**src/rtl/baw_pkg.sv**
```systemverilog
// Shared constants and result encodings for the black-and-white card game.
package baw_pkg;

  localparam int unsigned NUM_CARDS = 9;
  localparam int unsigned IDX_W     = 4;

  localparam logic [IDX_W-1:0] NO_CARD = 4'hF;

  typedef enum logic [1:0] {
    RES_DRAW = 2'b00,
    RES_P1   = 2'b01,
    RES_P2   = 2'b10,
    RES_NONE = 2'b11
  } res_e;

endpackage

```
**src/rtl/baw_hand.sv**
```systemverilog
// One player's hand: play edge detect, validity check, hand mask, last card and colour counts.
// Build option BAW_ONEHOT_CHECK_EN rejects card selections that are not exactly one-hot.
module baw_hand #(
  parameter int unsigned NUM_CARDS = 9
) (
  input  logic                 clk,
  input  logic                 resetn,
  input  logic                 clr_i,
  input  logic [NUM_CARDS-1:0] card_sel_i,
  input  logic                 play_i,
  output logic [NUM_CARDS-1:0] hand_o,
  output logic [3:0]           card_o,
  output logic                 card_black_o,
  output logic [3:0]           black_o,
  output logic [3:0]           white_o,
  output logic                 reject_o
);
  import baw_pkg::*;

  logic                 play_prev_q, play_prev_d;
  logic [NUM_CARDS-1:0] hand_q, hand_d;
  logic [IDX_W-1:0]     card_q, card_d;
  logic                 card_black_q, card_black_d;
  logic                 reject_q, reject_d;

  logic [IDX_W-1:0]     sel_idx_c;
  logic                 sel_ok_c;
  logic                 rise_c;
  logic                 valid_c;
  logic [3:0]           black_c, white_c;

  // Lowest set bit wins when several cards are selected.
  always_comb begin
    sel_idx_c = '0;
    for (int i = int'(NUM_CARDS) - 1; i >= 0; i--) begin
      if (card_sel_i[i]) sel_idx_c = IDX_W'(i);
    end
  end

`ifdef BAW_ONEHOT_CHECK_EN
  assign sel_ok_c = $onehot(card_sel_i);
`else
  assign sel_ok_c = |card_sel_i;
`endif

  assign rise_c  = play_i & ~play_prev_q;
  assign valid_c = sel_ok_c & hand_q[sel_idx_c];

  always_comb begin
    play_prev_d  = play_i;
    hand_d       = hand_q;
    card_d       = card_q;
    card_black_d = card_black_q;
    reject_d     = 1'b0;
    if (clr_i) begin
      hand_d       = {NUM_CARDS{1'b1}};
      card_d       = NO_CARD;
      card_black_d = 1'b0;
    end else if (rise_c) begin
      if (valid_c) begin
        hand_d[sel_idx_c] = 1'b0;
        card_d            = sel_idx_c;
        card_black_d      = sel_idx_c[0];
      end else begin
        reject_d = 1'b1;
      end
    end
  end

  always_ff @(posedge clk or negedge resetn) begin
    if (!resetn) begin
      play_prev_q  <= 1'b0;
      hand_q       <= {NUM_CARDS{1'b1}};
      card_q       <= NO_CARD;
      card_black_q <= 1'b0;
      reject_q     <= 1'b0;
    end else begin
      play_prev_q  <= play_prev_d;
      hand_q       <= hand_d;
      card_q       <= card_d;
      card_black_q <= card_black_d;
      reject_q     <= reject_d;
    end
  end

  // Odd positions are black cards, even positions white.
  always_comb begin
    black_c = '0;
    white_c = '0;
    for (int unsigned i = 0; i < NUM_CARDS; i++) begin
      if ((i % 2) != 0) black_c = black_c + 4'(hand_q[i]);
      else              white_c = white_c + 4'(hand_q[i]);
    end
  end

  assign hand_o       = hand_q;
  assign card_o       = card_q;
  assign card_black_o = card_black_q;
  assign reject_o     = reject_q;
  assign black_o      = black_c;
  assign white_o      = white_c;

endmodule

```
**src/rtl/black_and_white.sv**
```systemverilog
// Two-player black-and-white card game: two hand instances plus the round comparator.
// Build option BAW_ONEHOT_CHECK_EN is honoured inside baw_hand.
module black_and_white #(
  parameter int unsigned NUM_CARDS = 9
) (
  input  logic                 clk,
  input  logic                 resetn,
  input  logic                 clr_i,
  input  logic [NUM_CARDS-1:0] card_sel_i,
  input  logic                 play_p1_i,
  input  logic                 play_p2_i,
  output logic [NUM_CARDS-1:0] p1_hand_o,
  output logic [NUM_CARDS-1:0] p2_hand_o,
  output logic [3:0]           p1_card_o,
  output logic [3:0]           p2_card_o,
  output logic [3:0]           p1_black_o,
  output logic [3:0]           p1_white_o,
  output logic [3:0]           p2_black_o,
  output logic [3:0]           p2_white_o,
  output logic                 p1_card_black_o,
  output logic                 p2_card_black_o,
  output logic [1:0]           match_o,
  output logic [1:0]           reject_o
);
  import baw_pkg::*;

  logic p1_reject, p2_reject;
  res_e res_c;

  baw_hand #(.NUM_CARDS(NUM_CARDS)) u_p1 (
    .clk          (clk),
    .resetn       (resetn),
    .clr_i        (clr_i),
    .card_sel_i   (card_sel_i),
    .play_i       (play_p1_i),
    .hand_o       (p1_hand_o),
    .card_o       (p1_card_o),
    .card_black_o (p1_card_black_o),
    .black_o      (p1_black_o),
    .white_o      (p1_white_o),
    .reject_o     (p1_reject)
  );

  baw_hand #(.NUM_CARDS(NUM_CARDS)) u_p2 (
    .clk          (clk),
    .resetn       (resetn),
    .clr_i        (clr_i),
    .card_sel_i   (card_sel_i),
    .play_i       (play_p2_i),
    .hand_o       (p2_hand_o),
    .card_o       (p2_card_o),
    .card_black_o (p2_card_black_o),
    .black_o      (p2_black_o),
    .white_o      (p2_white_o),
    .reject_o     (p2_reject)
  );

  // A round is only decided once both players have a card on the table.
  always_comb begin
    res_c = RES_NONE;
    if ((p1_card_o != NO_CARD) && (p2_card_o != NO_CARD)) begin
      if (p1_card_o > p2_card_o)      res_c = RES_P1;
      else if (p1_card_o < p2_card_o) res_c = RES_P2;
      else                            res_c = RES_DRAW;
    end
  end

  assign match_o  = 2'(res_c);
  assign reject_o = {p2_reject, p1_reject};

endmodule

```
**config.mk**
```make
export PLATFORM = sky130hd
export DESIGN_NAME = black_and_white
export DESIGN_NICKNAME = d
export VERILOG_FILES = /design/src/rtl/baw_pkg.sv /design/src/rtl/baw_hand.sv /design/src/rtl/black_and_white.sv
export SDC_FILE = /design/constraint.sdc
export NUM_CORES = 1
export LEC_CHECK = 0
export CORE_MARGIN = 3
export CORE_UTILIZATION = 30
export CTS_CLUSTER_SIZE = 28
export DETAILED_ROUTE_END_ITERATION = 6
export DONT_BUFFER_PORTS = 1
export PLACE_DENSITY = 0.52
export SLEW_MARGIN = 5
export SYNTH_ARGS = -nofsm -noshare
export SYNTH_HDL_FRONTEND = slang
export SYNTH_SLANG_ARGS = --single-unit
export TNS_END_PERCENT = 30
```
**constraint.sdc**
```tcl
create_clock -name clk -period 2.85 [get_ports clk]
set_input_delay 0.57 -clock clk [delete_from_list [all_inputs] [get_ports clk]]
set_output_delay 0.57 -clock clk [all_outputs]
set_load 0.01 [all_outputs]
```
==> impl_metrics.sql <==
INSERT INTO impl_metrics (metric_group, metric, value, unit) VALUES
('run', 'drv_cap', '0', ''),
('routing', 'routed-via-count', '1640', ''),
('floorplanning', 'die_footprint', '0.00827', 'mm2'),
('yosys', 'synth_seq_area_share', '0.385', ''),
('worst_setup_path', 'worst-endpoint-required', '2.28', 'ns'),
('sta', 'min_period', '2.97', 'ns'),
('clocking', 'tritoncts.num_buffers', '5', ''),
('yosys', 'mappedNetlistArea', '0.00217', 'mm2'),
('finish', 'syn_to_final_growth', '10.6', '%'),
('pwr', 'pwr_density_cell', '437', 'mW/mm2'),
('clocking', 'cts_root_buf', 'clkbuf_8', ''),
('worst_setup_path', 'worst-setup-path-type', 'flop to output port', ''),
('run_status', 'failed_checks', 'negative setup slack', ''),
('sta', 'final-hold-violation-count', '0', ''),
('sta', 'setup_viol', '3', ''),
('finish', 'finish.instance_area', '0.00240', 'mm2'),
('routing', 'routed_antenna_nets', '0', ''),
('finish', 'finalNonFillerCells', '331', ''),
('routing', 'drc', '0', ''),
('routing', 'drt-pass1-iter-count', '4', ''),
('grt', 'grt_usage', '0.142', ''),
('finish', 'nNetsFinal', '266', ''),
('yosys', 'synth_async_sr_flop_share', '1.00', ''),
('grt', 'grt_overflow_total', '0', ''),
('clocking', 'clock_tree_from_tritoncts', 'yes', ''),
('worst_setup_path', 'endpoint_kind', 'output port', ''),
('sta', 'slew_headroom', '0.239', ''),
('clocking', 'insertion_delay', '0.28', 'ns'),
('floorplanning', 'initial_utilization', '0.314', ''),
('grt', 'pin_count_of_the_biggest_net_entering_global_routing', '41', ''),
('yosys', 'yosys_register_bits', '32', ''),
('floorplanning', 'rows', '30', ''),
('sta', 'timing_max_transition_violations_final', '0', ''),
('pwr', 'peakVddDrop', '0.130', 'mV'),
('yosys', 'syn-mean-instance-area', '9.42', 'um2'),
('placed_design', 'port_buffers', '0', ''),
('placed_design', 'place.detailed.instances', '322', ''),
('grt', 'grt_pass1_vias', '1742', ''),
('finish', 'commonest_cells_after_routing_fill_and_taps_aside', 'nor2_1 (40), dfstp_2 (26), inv_1 (19)', ''),
('worst_setup_path', 'critical-path-max-stage-delay', '0.62', 'ns'),
('floorplanning', 'ioPinCount', '62', ''),
('clocking', 'tritoncts_num_sinks', '32', ''),
('sta', 'timing.fmax', '337', 'MHz'),
('yosys', 'yosys.cell_types.count', '49', ''),
('sta', 'fin_crit_sh', '1.04', ''),
('yosys', 'synth-edff-count', '0', ''),
('floorplanning', 'placeableCoreArea', '0.00691', 'mm2'),
('run_status', 'status', 'finished, violations left', ''),
('worst_setup_path', 'worstSetupStartpointType', 'flop', ''),
('routing', 'route.final.wire_length', '5620', 'um'),
('placed_design', 'dpl_cell_area', '0.00227', 'mm2'),
('routing', 'routed_wire_length_per_instance', '17.0', 'um'),
('sta', 'final_critical_path_setup_slack', '-0.122', 'ns'),
('placed_design', 'hpwl', '4200', 'um'),
('worst_setup_path', 'crit_path_cell_trace', 'ha_4 > inv_1 > fa_1 > inv_1 > ha_1 > inv_1 > fa_2 > inv_1', ''),
('sta', 'hold_slack', '0.125', 'ns'),
('finish', 'layout_commonest_cell', 'nor2_1', ''),
('yosys', 'yosysWarningCount', '0', ''),
('hold_path', 'hold_crit_class', 'input pin to asynchronous set/reset pin', ''),
('routing', 'drt-vias-per-instance', '4.95', ''),
('finish', 'final_core_util', '0.347', ''),
('floorplanning', 'die_h', '91.0', 'um'),
('clocking', 'cts_h_tree_depth', '2', ''),
('yosys', 'yosys_most_used_dff', 'dfstp_2', ''),
('placed_design', 'gpl.final_weighted_congestion', '0.862', ''),
('worst_setup_path', 'critical_path_buffers_and_inverters', '4', ''),
('clocking', 'clkTransAtPathRegs', '0.07', 'ns'),
('worst_setup_path', 'path_max_fanout', '4', ''),
('sta', 'timing.clock.skew', '0.00687', 'ns'),
('worst_setup_path', 'cpMostUsedCell', 'inv_1', ''),
('floorplanning', 'die-width', '91.0', 'um');
==> per-layer routing <==
metal / global-route usage / part of all wire / up-vias
li1: - / - / 801
met1: 0.185 / 0.45 / 798
met2: 0.233 / 0.49 / 36
met3: 0.0389 / 0.053 / 5
met4: 0.0339 / 0.011 / 0
met5: 0 / 0 / -
==> where the power goes <==
group	internal (mW)	total [mW]	switching, mW
registers	0.484	0.513	0.0284
clock network	0.192	0.361	0.168
logic	0.0742	0.175	0.101
total	0.751	1.05	0.297
==> sequential cells by signal, indices dropped and copies added (netlist names) <==
register	count
u_p2.play_prev_q	1
u_p1.hand_o	9
u_p1.card_o	4
u_p2.hand_o	9
u_p2.card_black_o	1
u_p1.reject_o	1
u_p2.card_o	4
u_p2.reject_o	1
u_p1.play_prev_q	1
u_p1.card_black_o	1
==> worst register-to-register path: cells and delay by family (launching register included) <==
| kind | cells | cell delay, ns |
|---|---|---|
| DFF | 1 | 0.61 |
| and+or+nand+nor | 2 | 1.01 |
| AOI/OAI and AO/OA | 3 | 0.41 |
| muxes | 1 | 0.29 |
==> logic make-up after synthesis <==
logic type               Yosys count  share of synthesized area
other                              1                    0.00173
multiplexers                      11                     0.0508
buffers and inverters             39                     0.0855
adder cells (fa/ha/maj)           18                      0.125
AO/OA/AOI/OAI                     45                      0.154
AND/OR/NAND/NOR                   84                      0.199
flip-flops                        32                      0.385
==> path summary, 6_finish.rpt <==
| path | start | end | slack [ns] | cells after the start |
|---|---|---|---|---|
| worst max-delay path | u_p2.hand_o[0]$_DFFE_PN1P_ | p2_white_o[1] | -0.12 | 8 |
| max in group asynchronous | resetn | u_p1.reject_o$_DFF_PN0_ | 1.95 | 1 |
| worst min register to register | u_p1.play_prev_q$_DFF_PN0_ | u_p1.reject_o$_DFF_PN0_ | 0.46 | 1 |
| worst min-delay path | resetn | u_p1.hand_o[6]$_DFFE_PN1P_ | 0.12 | 0 |
| min in group clk | play_p1_i | u_p1.play_prev_q$_DFF_PN0_ | 0.31 | 0 |
| worst max register to register | u_p2.hand_o[5]$_DFFE_PN1P_ | u_p2.card_o[3]$_DFFE_PN1P_ | 0.45 | 6 |
==> synth_stat cells, types with 4 or more instances <==
cell type,number,area share
nor2_1,40,0.069
nor3_1,5,0.012
dfrtp_1,6,0.069
mux2i_1,11,0.051
buf_4,6,0.021
nand4_1,5,0.014
nand2_1,5,0.0087
ha_1,12,0.069
dfstp_2,26,0.32
nand2b_1,6,0.017
clkbuf_1,7,0.012
fa_1,6,0.055
a31oi_1,9,0.026
inv_1,22,0.038
nor2b_1,4,0.012
a21oi_1,13,0.030
==> final cells by class <==
type                            count  area (um2)
Fill cell                         732        4510
Tap cell                           96         120
Clock buffer                        6        82.6
Timing Repair Buffer               10        77.6
Clock inverter                      2        10.0
Multi-Input combinational cell    162        1190
Inverter                           23        86.3
Sequential cell                    32         833
==> stage by stage <==
| stage | setup slack, ns | setup TNS (ns) |
|---|---|---|
| after detailed placement | 0.117 | 0 |
| after global routing | -0.207 | -0.565 |
| after floorplan | 0.294 | 0 |
| after global placement | 0.168 | 0 |
| after CTS | -0.108 | -0.246 |
| final | -0.122 | -0.221 |
==> repair_timing <==
| action | in CTS | in global routing |
|---|---|---|
| endpoints found under the setup margin | 4 | 4 |
| pin swaps | 1 | 0 |
| gates cloned | 0 | 0 |
| resized for setup | 5 | 1 |
| hold endpoints to repair | 6 | 0 |
| hold buffers | 1 | 0 |
Note: power is estimated with default switching activity, not from simulation.
